## config.mk

```make
export PLATFORM = sky130hd
export DESIGN_NAME = ram_rr_arbiter
export DESIGN_NICKNAME = d
export VERILOG_FILES = /design/src/rtl/ram_rr_arbiter.sv
export SDC_FILE = /design/constraint.sdc
export NUM_CORES = 1
export LEC_CHECK = 0
export BUFFER_PORTS_ARGS = -buffer_cell sky130_fd_sc_hd__buf_2
export CAP_MARGIN = 20
export CORE_MARGIN = 3
export CORE_UTILIZATION = 45
export CTS_CLUSTER_DIAMETER = 60
export DETAILED_ROUTE_END_ITERATION = 16
export PLACE_DENSITY = 0.73
export SLEW_MARGIN = 15
export SYNTH_ARGS = -nofsm -noshare
export SYNTH_HDL_FRONTEND = slang
export SYNTH_SLANG_ARGS = --single-unit
```

## constraint.sdc

```tcl
create_clock -name clk -period 2.45 [get_ports clk]
set_clock_uncertainty 0.1 [all_clocks]
set_input_delay 0.3675 -clock clk [delete_from_list [all_inputs] [get_ports clk]]
set_output_delay 0.3675 -clock clk [all_outputs]
set_load 0.01 [all_outputs]
```

## src/rtl/ram_rr_arbiter.sv

```systemverilog
// Round-robin arbiter that shares one single-port synchronous ram between two
// requesters. After every reset it zero-fills the ram before serving requests.
// All ram control pins are registered here. Read data is routed back to its
// owner through a two-stage tag pipe that matches the ram read latency.
module ram_rr_arbiter #(
  parameter int RAM_WIDTH = 8,
  parameter int RAM_DEPTH = 1024,
  parameter int ADDR_SIZE = 10,
  parameter int INIT_EN   = 1
) (
  input  logic                 clk,
  input  logic                 rst,
  // requester 0
  input  logic                 m0_req,
  input  logic                 m0_we,
  input  logic [ADDR_SIZE-1:0] m0_addr,
  input  logic [RAM_WIDTH-1:0] m0_wdata,
  output logic                 m0_gnt,
  output logic                 m0_rvalid,
  output logic [RAM_WIDTH-1:0] m0_rdata,
  // requester 1
  input  logic                 m1_req,
  input  logic                 m1_we,
  input  logic [ADDR_SIZE-1:0] m1_addr,
  input  logic [RAM_WIDTH-1:0] m1_wdata,
  output logic                 m1_gnt,
  output logic                 m1_rvalid,
  output logic [RAM_WIDTH-1:0] m1_rdata,
  // status
  output logic                 init_done,
  // ram side
  output logic                 ram_wr_en,
  output logic                 ram_rd_en,
  output logic [ADDR_SIZE-1:0] ram_wr_add,
  output logic [ADDR_SIZE-1:0] ram_rd_add,
  output logic [RAM_WIDTH-1:0] ram_data_in,
  input  logic [RAM_WIDTH-1:0] ram_data_out
);

  typedef enum logic [0:0] {
    ST_INIT = 1'b0,
    ST_RUN  = 1'b1
  } state_t;

  // Depth widened by one bit so that both the fill counter and the
  // out-of-range check work even when RAM_DEPTH == 2**ADDR_SIZE.
  localparam logic [ADDR_SIZE:0] DEPTH_W   = (ADDR_SIZE + 1)'(RAM_DEPTH);
  localparam state_t             RST_STATE = (INIT_EN != 0) ? ST_INIT : ST_RUN;

  // ---------------------------------------------------------------------------
  // State
  // ---------------------------------------------------------------------------
  state_t                 state_reg;
  logic [ADDR_SIZE:0]     init_cnt_reg;
  logic                   init_done_reg;
  logic                   rr_last_reg;      // id of the requester granted last

  logic                   ram_wr_en_reg;
  logic                   ram_rd_en_reg;
  logic [ADDR_SIZE-1:0]   ram_wr_add_reg;
  logic [ADDR_SIZE-1:0]   ram_rd_add_reg;
  logic [RAM_WIDTH-1:0]   ram_data_in_reg;

  // Tag pipe: stage 1 lines up with the registered rd_en, stage 2 with the
  // cycle in which ram_data_out carries the sampled word.
  logic                   tag1_valid_reg;
  logic                   tag1_id_reg;
  logic                   tag1_oor_reg;
  logic                   tag2_valid_reg;
  logic                   tag2_id_reg;
  logic                   tag2_oor_reg;

  // ---------------------------------------------------------------------------
  // Requester vectors (index = requester id)
  // ---------------------------------------------------------------------------
  logic [1:0]             req_vec;
  logic [1:0]             we_vec;
  logic [1:0]             gnt_vec;
  logic [ADDR_SIZE-1:0]   addr_vec  [2];
  logic [RAM_WIDTH-1:0]   wdata_vec [2];

  assign req_vec      = {m1_req, m0_req};
  assign we_vec       = {m1_we, m0_we};
  assign addr_vec[0]  = m0_addr;
  assign addr_vec[1]  = m1_addr;
  assign wdata_vec[0] = m0_wdata;
  assign wdata_vec[1] = m1_wdata;

  // ---------------------------------------------------------------------------
  // Arbitration
  // ---------------------------------------------------------------------------
  logic                   serve_en;
  logic                   acc_valid;
  logic                   acc_id;
  logic                   acc_we;
  logic [ADDR_SIZE-1:0]   acc_addr;
  logic [RAM_WIDTH-1:0]   acc_wdata;
  logic                   acc_in_range;

  // Grants are only issued once the fill has finished; init_done_reg also
  // keeps the very first cycle after reset quiet when the fill is disabled.
  assign serve_en = init_done_reg && (state_reg == ST_RUN);

  // Round-robin grant: a lone requester wins; on a tie the one not granted
  // last wins.
  always_comb begin
    gnt_vec    = 2'b00;
    gnt_vec[0] = serve_en && req_vec[0] && (!req_vec[1] || rr_last_reg);
    gnt_vec[1] = serve_en && req_vec[1] && (!req_vec[0] || !rr_last_reg);
  end

  assign m0_gnt = gnt_vec[0];
  assign m1_gnt = gnt_vec[1];

  // Mux the accepted access; gnt_vec is one-hot or zero.
  assign acc_valid    = |gnt_vec;
  assign acc_id       = gnt_vec[1];
  assign acc_we       = we_vec[acc_id];
  assign acc_addr     = addr_vec[acc_id];
  assign acc_wdata    = wdata_vec[acc_id];
  assign acc_in_range = ({1'b0, acc_addr} < DEPTH_W);

  // ---------------------------------------------------------------------------
  // Control FSM: zero-fill sweep, then registered ram strobes for accepts
  // ---------------------------------------------------------------------------
  // FSM with registered ram strobes, fill counter and round-robin pointer.
  always_ff @(posedge clk or posedge rst) begin
    if (rst) begin
      state_reg       <= RST_STATE;
      init_cnt_reg    <= '0;
      init_done_reg   <= 1'b0;
      rr_last_reg     <= 1'b1;
      ram_wr_en_reg   <= 1'b0;
      ram_rd_en_reg   <= 1'b0;
      ram_wr_add_reg  <= '0;
      ram_rd_add_reg  <= '0;
      ram_data_in_reg <= '0;
    end else begin
      // strobes are single-cycle unless re-armed below
      ram_wr_en_reg <= 1'b0;
      ram_rd_en_reg <= 1'b0;
      case (state_reg)
        ST_INIT: begin
          if (init_cnt_reg < DEPTH_W) begin
            ram_wr_en_reg   <= 1'b1;
            ram_wr_add_reg  <= init_cnt_reg[ADDR_SIZE-1:0];
            ram_data_in_reg <= '0;
            init_cnt_reg    <= init_cnt_reg + 1'b1;
          end else begin
            // last zero write is on the pins now; start serving next cycle
            state_reg     <= ST_RUN;
            init_done_reg <= 1'b1;
          end
        end
        ST_RUN: begin
          init_done_reg <= 1'b1;
          if (acc_valid) begin
            rr_last_reg <= acc_id;
            // out-of-range accesses are accepted but never reach the ram
            if (acc_in_range) begin
              if (acc_we) begin
                ram_wr_en_reg   <= 1'b1;
                ram_wr_add_reg  <= acc_addr;
                ram_data_in_reg <= acc_wdata;
              end else begin
                ram_rd_en_reg  <= 1'b1;
                ram_rd_add_reg <= acc_addr;
              end
            end
          end
        end
        default: state_reg <= RST_STATE;
      endcase
    end
  end

  assign ram_wr_en   = ram_wr_en_reg;
  assign ram_rd_en   = ram_rd_en_reg;
  assign ram_wr_add  = ram_wr_add_reg;
  assign ram_rd_add  = ram_rd_add_reg;
  assign ram_data_in = ram_data_in_reg;
  assign init_done   = init_done_reg;

  // ---------------------------------------------------------------------------
  // Read return path
  // ---------------------------------------------------------------------------
  // Two-deep tag pipe carrying {valid, owner id, out-of-range} for reads;
  // reset drops any read still in flight.
  always_ff @(posedge clk or posedge rst) begin
    if (rst) begin
      tag1_valid_reg <= 1'b0;
      tag1_id_reg    <= 1'b0;
      tag1_oor_reg   <= 1'b0;
      tag2_valid_reg <= 1'b0;
      tag2_id_reg    <= 1'b0;
      tag2_oor_reg   <= 1'b0;
    end else begin
      tag1_valid_reg <= acc_valid && !acc_we;
      tag1_id_reg    <= acc_id;
      tag1_oor_reg   <= !acc_in_range;
      tag2_valid_reg <= tag1_valid_reg;
      tag2_id_reg    <= tag1_id_reg;
      tag2_oor_reg   <= tag1_oor_reg;
    end
  end

  // One return register set per requester; rdata holds until its next rvalid.
  generate
    for (genvar gi = 0; gi < 2; gi++) begin : g_ret
      logic                 rvalid_reg;
      logic [RAM_WIDTH-1:0] rdata_reg;
      logic                 hit;

      assign hit = tag2_valid_reg && (tag2_id_reg == 1'(gi));

      // Capture ram_data_out (or zero for an out-of-range read) for this owner.
      always_ff @(posedge clk or posedge rst) begin
        if (rst) begin
          rvalid_reg <= 1'b0;
          rdata_reg  <= '0;
        end else begin
          rvalid_reg <= hit;
          if (hit) begin
            rdata_reg <= tag2_oor_reg ? '0 : ram_data_out;
          end
        end
      end
    end
  endgenerate

  assign m0_rvalid = g_ret[0].rvalid_reg;
  assign m0_rdata  = g_ret[0].rdata_reg;
  assign m1_rvalid = g_ret[1].rvalid_reg;
  assign m1_rdata  = g_ret[1].rdata_reg;

endmodule

```

[Yosys cells after proc, flatten, opt, wreduce, memory -nomap -nowiden]
Index checks and enable logic that the tools add are counted.
Word-level totals
  register bits after elaboration: 66
  input port bits: 50
  RAM bits: 0
  memories: 0
  bits in latches: 0
  output and inout bits: 51
  ROM bits: 0
Cells by class
  reduce and logical (&&, ||, !) cells: 19
  muxes and demuxes: 27
  divide/modulo/power cells: 0
  shift-type cells: 0
  $mul: 0
  $lt $le $gt $ge: 3
  eq/ne operators: 4
  bitwise gates (word level): 4
  $add $sub $neg: 1
Operators by type and width (number)
  10-bit 2-to-1 mux: 6
  8-bit 2-to-1 mux: 6
  10-bit case mux with 2 select lines: 1
  8-bit case mux with 2 select lines: 1
  11-bit by 1-bit adder with 11-bit output (second input constant): 1
  11-bit less-than comparator (second input constant): 1
  1-bit 2-to-1 mux: 11
  1-bit logical AND: 8
  3-bit AND reduction: 2
  1-bit logical NOT: 4
  2-bit by 1-bit != test with 1-bit output (second input constant): 2
  2-bit != test (second input constant): 2
  1-bit case mux with 2 select lines: 2
  2-bit AND reduction: 2
  1-bit NOT: 3
  2-bit greater-or-equal comparator (second input constant): 1
  1-bit logical OR: 2
  1-bit by 2-bit less-than comparator with 1-bit output (second input constant): 1
  1-bit NOT with 2-bit output: 1
  2-bit OR reduction: 1

[Logic depth before layout (Yosys ltp)]
  depth after elaboration: 10
  gate-level depth with buffers: 6

[Worst setup path after synthesis]
Ideal clock, no wire load.
  path kind: register to register
  start: register init_done_reg, in the netlist init_done
  end: register ram_wr_add_reg[0], in the netlist ram_wr_add[0]
  data arrival time: 1.508 ns
  data required time: 2.225 ns
  period minus slack after synthesis: 1.733 ns
  cell stages (with the launch flop): 6
  path slack: 0.717 ns
  cell sequence: dfrtp_1 o211a_1 nand2_1 o211ai_4 buf_12 mux2_4
Between the ends
  cells in the longest elaborated chain, start to end: 10
  elaborated cells between the ends (all ways): 18
RTL lines
  start: declaration: RTL line 55  | logic init_done_reg;
  start signal: assignment: RTL line 131  | init_done_reg <= 1'b0;
  start signal: assignment: RTL line 152  | init_done_reg <= 1'b1;
  start signal: assignment: RTL line 156  | init_done_reg <= 1'b1;
  1-bit logical AND (*): RTL line 102  | assign serve_en = init_done_reg && (state_reg == ST_RUN);
  1-bit logical AND (2 in a row): RTL line 109  | gnt_vec[1] = serve_en && req_vec[1] && (!req_vec[0] || !rr_last_reg);
  1-bit NOT with 2-bit output (not written as such): RTL line 119  | assign acc_addr = addr_vec[acc_id];
  10-bit 2-to-1 mux (not written as such) (3 in a row): RTL line 119
  10-bit 2-to-1 mux: RTL line 161  | if (acc_we) begin
  10-bit 2-to-1 mux: RTL line 157  | if (acc_valid) begin
  10-bit case mux with 2 select lines: RTL line 142  | case (state_reg)
  end signal: assignment: RTL line 146  | ram_wr_add_reg <= init_cnt_reg[ADDR_SIZE-1:0];
  end signal: assignment: RTL line 163  | ram_wr_add_reg <= acc_addr;
  end: declaration: RTL line 60  | logic [ADDR_SIZE-1:0] ram_wr_add_reg;
Mark *: on every way between the ends. The rest lies on a longest branch, timed or not. The select of a mux whose other input is x is not followed.
A chain may end at the register's enable or synchronous reset.

[Worst setup path in the final report]
  start: register state_reg
  end: register ram_wr_add_reg[3], in the netlist ram_wr_add[3]
Between the ends
  cells in the longest elaborated chain, start to end: 10
  elaborated cells between the ends (all ways): 20
RTL lines
  start: declaration: RTL line 53  | state_t state_reg;
  start signal: assignment: RTL line 129  | state_reg <= RST_STATE;
  start signal: assignment: RTL line 151  | state_reg <= ST_RUN;
  start signal: assignment: RTL line 172  | default: state_reg <= RST_STATE;
  1-bit logical AND: RTL line 102
  1-bit logical AND (2 in a row): RTL line 109
  1-bit NOT with 2-bit output (not written as such): RTL line 119
  10-bit 2-to-1 mux (not written as such) (3 in a row): RTL line 119
  10-bit 2-to-1 mux: RTL line 161
  10-bit 2-to-1 mux: RTL line 157
  10-bit case mux with 2 select lines: RTL line 142
Parallel ways exist; a longest one is shown, timed or not. The select of a mux whose other input is x is not followed.

==> results.py <==
metrics = {
    "status": {
        "outcome": "completed",
    },
    "synthesis": {
        "synth-xor-area-share_pct": 2.64,
        "syn-cell-area_um2": 2980,
        "synthTopCellsByCount": "dfrtp_1, mux2_2, nand2_1",
        "synth.avg_cell_area_um2": 13.1,
        "synth_top_family_by_area": "multiplexers",
        "synth_edf_count": 0,
        "yosysTopAreaCell": "dfrtp_1",
        "yosys_warnings": 0,
        "ys_types": 37,
        "synth_area_leaders": "dfrtp_1, mux2_2, mux2_4",
        "ys_ff_latch": 66,
        "netlist.area_leader.share_pct": 54.5,
        "synth_compound_area_share_pct": 10.8,
        "ys_async_sr_fraction_pct": 100,
        "synthFlopType": "dfrtp_1",
        "synth_cells": 227,
        "synth-simple-area-share_pct": 8.68,
        "syn_nets": 278,
        "muxShareOfSynthArea_pct": 17.9,
        "yosysMostFrequentCell": "dfrtp_1",
        "ys_seq_area_share_pct": 55.4,
        "synth_fa_ha_area_share_pct": 0.419,
    },
    "detailed_routing": {
        "drcViolationCount": 0,
        "drtIter0Drc": 58,
        "wl_per_cell_um": 15.8,
        "ant_nets": 0,
        "vias": 2174,
        "drtPass1Iterations": 4,
        "drt_wl_total_um": 6580,
        "drt-vias-per-instance": 5.24,
    },
    "die": {
        "coreArea_um2": 6390,
        "initial_core_util_pct": 46.7,
        "die_area_um2": 7640,
        "ios": 101,
        "row_count": 29,
        "die_w_um": 87.4,
        "dieHeight_um": 87.4,
    },
    "clocking": {
        "cts_sinks": 66,
        "cts_setup_buffers": 0,
        "cts_tree": "yes",
        "numCtsBuffers": 9,
        "clock_latency_ns": 0.33,
        "cts_root_buffer": "clkbuf_8",
        "cts_buffer_depth": 2,
        "post_cts_resize_count": 0,
        "htreeDepth": 3,
        "clkTransAtPathRegs_ns": 0.07,
        "holdBufCountCts": 1,
    },
    "timing": {
        "rsz0062_at_grt": "no",
        "slew_headroom_pct": 41.8,
        "post-route-period-util_pct": 87.6,
        "finalSetupViolCount": 0,
        "tightest_slew_ns": 0.868,
        "max_freq_mhz": 466,
        "hold_violations": 0,
        "fin_ws_ns": 0.303,
        "tns_ns": 0,
        "slew_viol_final": 0,
        "min_period_ns": 2.15,
    },
    "global_route": {
        "antenna_found_initial": 0,
        "gr-total-overflow": 0,
        "grt_pass1_wl_um": 10500,
        "grt_max_degree": 49,
        "grtUsageTotal_pct": 17.9,
        "grt_pass1_vias": 2163,
    },
    "job": {
        "maxCapViolCount": 0,
    },
    "setup_path": {
        "crit_buf_inv": 0,
        "cp.required_ns": 2.63,
        "critPathMaxFanout": 20,
        "slowest_stage": "a21boi_2",
        "crit_chain": "and3_1 > a21boi_2 > a221o_1 > mux2_4",
        "max_stage_delay_ns": 0.74,
        "arrival_ns": 2.32,
        "worst_setup_path_start_kind": "flip-flop",
        "crit_family": "compound AO/OA/AOI/OAI gates",
        "end_kind": "flip-flop",
        "path_class": "flip-flop to flip-flop",
    },
    "pwr": {
        "powerDensity_nw_per_um2": 564,
        "power.leakage_nw": 2.02,
        "irDropWorstVdd_uv": 332,
    },
    "place": {
        "place_ws_ns": 0.329,
        "dp_hpwl_um": 4790,
        "port_buffers": 100,
        "finalWeightedCongestion": 0.767,
    },
    "worst_hold_path": {
        "holdCritPathClass": "input pin to flip-flop",
    },
    "cells_and_area": {
        "antennaDiodeCount": 0,
        "fillers": 542,
        "drive_gt1_share_pct": 51.2,
        "final_util_pct": 59.0,
        "area_growth_pct": 26.2,
        "nNetsFinal": 384,
        "largest_reg_flops": 11,
    },
}
## cells in the final DEF, fill, tap and decap left out, types with 3 or more instances in the layout
cell type  instances
xor2_1             4
nand2_1           14
a221o_1           10
nor2b_1           10
nand3_1           12
nor2_1             4
a22o_1            10
mux2_2            35
mux2_4             8
buf_4              3
inv_1              8
dfrtp_1           65
xnor2_1            5
o21ai_0            8
clkinv_2           3
clkbuf_8          11
buf_2            100
## cells by family after synthesis
kind of cell	after synthesis
compound gates	36
xor+xnor	9
fa+ha+maj	1
buf+inv	20
flops	66
mux	45
simple gates	50
## metal layers
metal / up-vias / part of all wire (%) / GRT usage, %
li1: 1030 / - / -
met1: 1056 / 44 / 22.9
met2: 78 / 49 / 29.5
met3: 10 / 6.3 / 3.97
met4: 0 / 1.4 / 6.97
met5: - / 0 / 0
## layout make-up
| cell class | instances | area [um^2] | share of cell area (%) |
|---|---|---|---|
| flip-flops and latches | 66 | 1650 | 43.9 |
| clock buffers | 11 | 151 | 4.02 |
| well taps | 77 | 96.3 | 2.56 |
| inverters | 9 | 33.8 | 0.897 |
| clock inverters | 5 | 52.6 | 1.39 |
| repair buffers | 106 | 573 | 15.2 |
| multi-input cells | 141 | 1210 | 32.0 |
## report_power, final
group	switching (mW)	total [mW]	internal, mW
clock	0.410	0.930	0.520
sequential	0.00300	1.10	1.10
combinational	0.0519	0.0946	0.0427
## through the flow
step	power, mW	cells	cell area, um^2	hold slack [ns]
global route	2.21	415	3770	0.174
floorplan	1.15	227	2980	0.231
finish	2.12	415	3770	0.175
detailed placement	1.22	398	3550	0.242
CTS	2.15	415	3770	0.161
global placement	1.21	398	3550	0.232
## worst paths after layout
check	start	end	slack, ns	depth (start not counted)
max	state_reg$_DFF_PP0_	ram_wr_add[3]$_DFFE_PP0P_	0.30	4
min	ram_data_out[7]	m0_rdata[7]$_DFFE_PP0P_	0.17	2
max reg2reg	state_reg$_DFF_PP0_	ram_wr_add[3]$_DFFE_PP0P_	0.30	4
min reg2reg	tag1_valid_reg$_DFF_PP0_	tag2_valid_reg$_DFF_PP0_	0.25	0
max in group asynchronous	rst	rr_last_reg$_DFFE_PP1P_	1.13	4
min in group asynchronous	rst	m1_rdata[5]$_DFFE_PP0P_	0.47	3
## worst register-to-register path: cells and delay by family (launching register included)
family | cells | cell delay, ns
AOI/OAI and AO/OA | 2 | 1.03
muxes | 1 | 0.14
and+or+nand+nor | 1 | 0.34
DFF | 1 | 0.48
(Power assumes the default switching activity.)
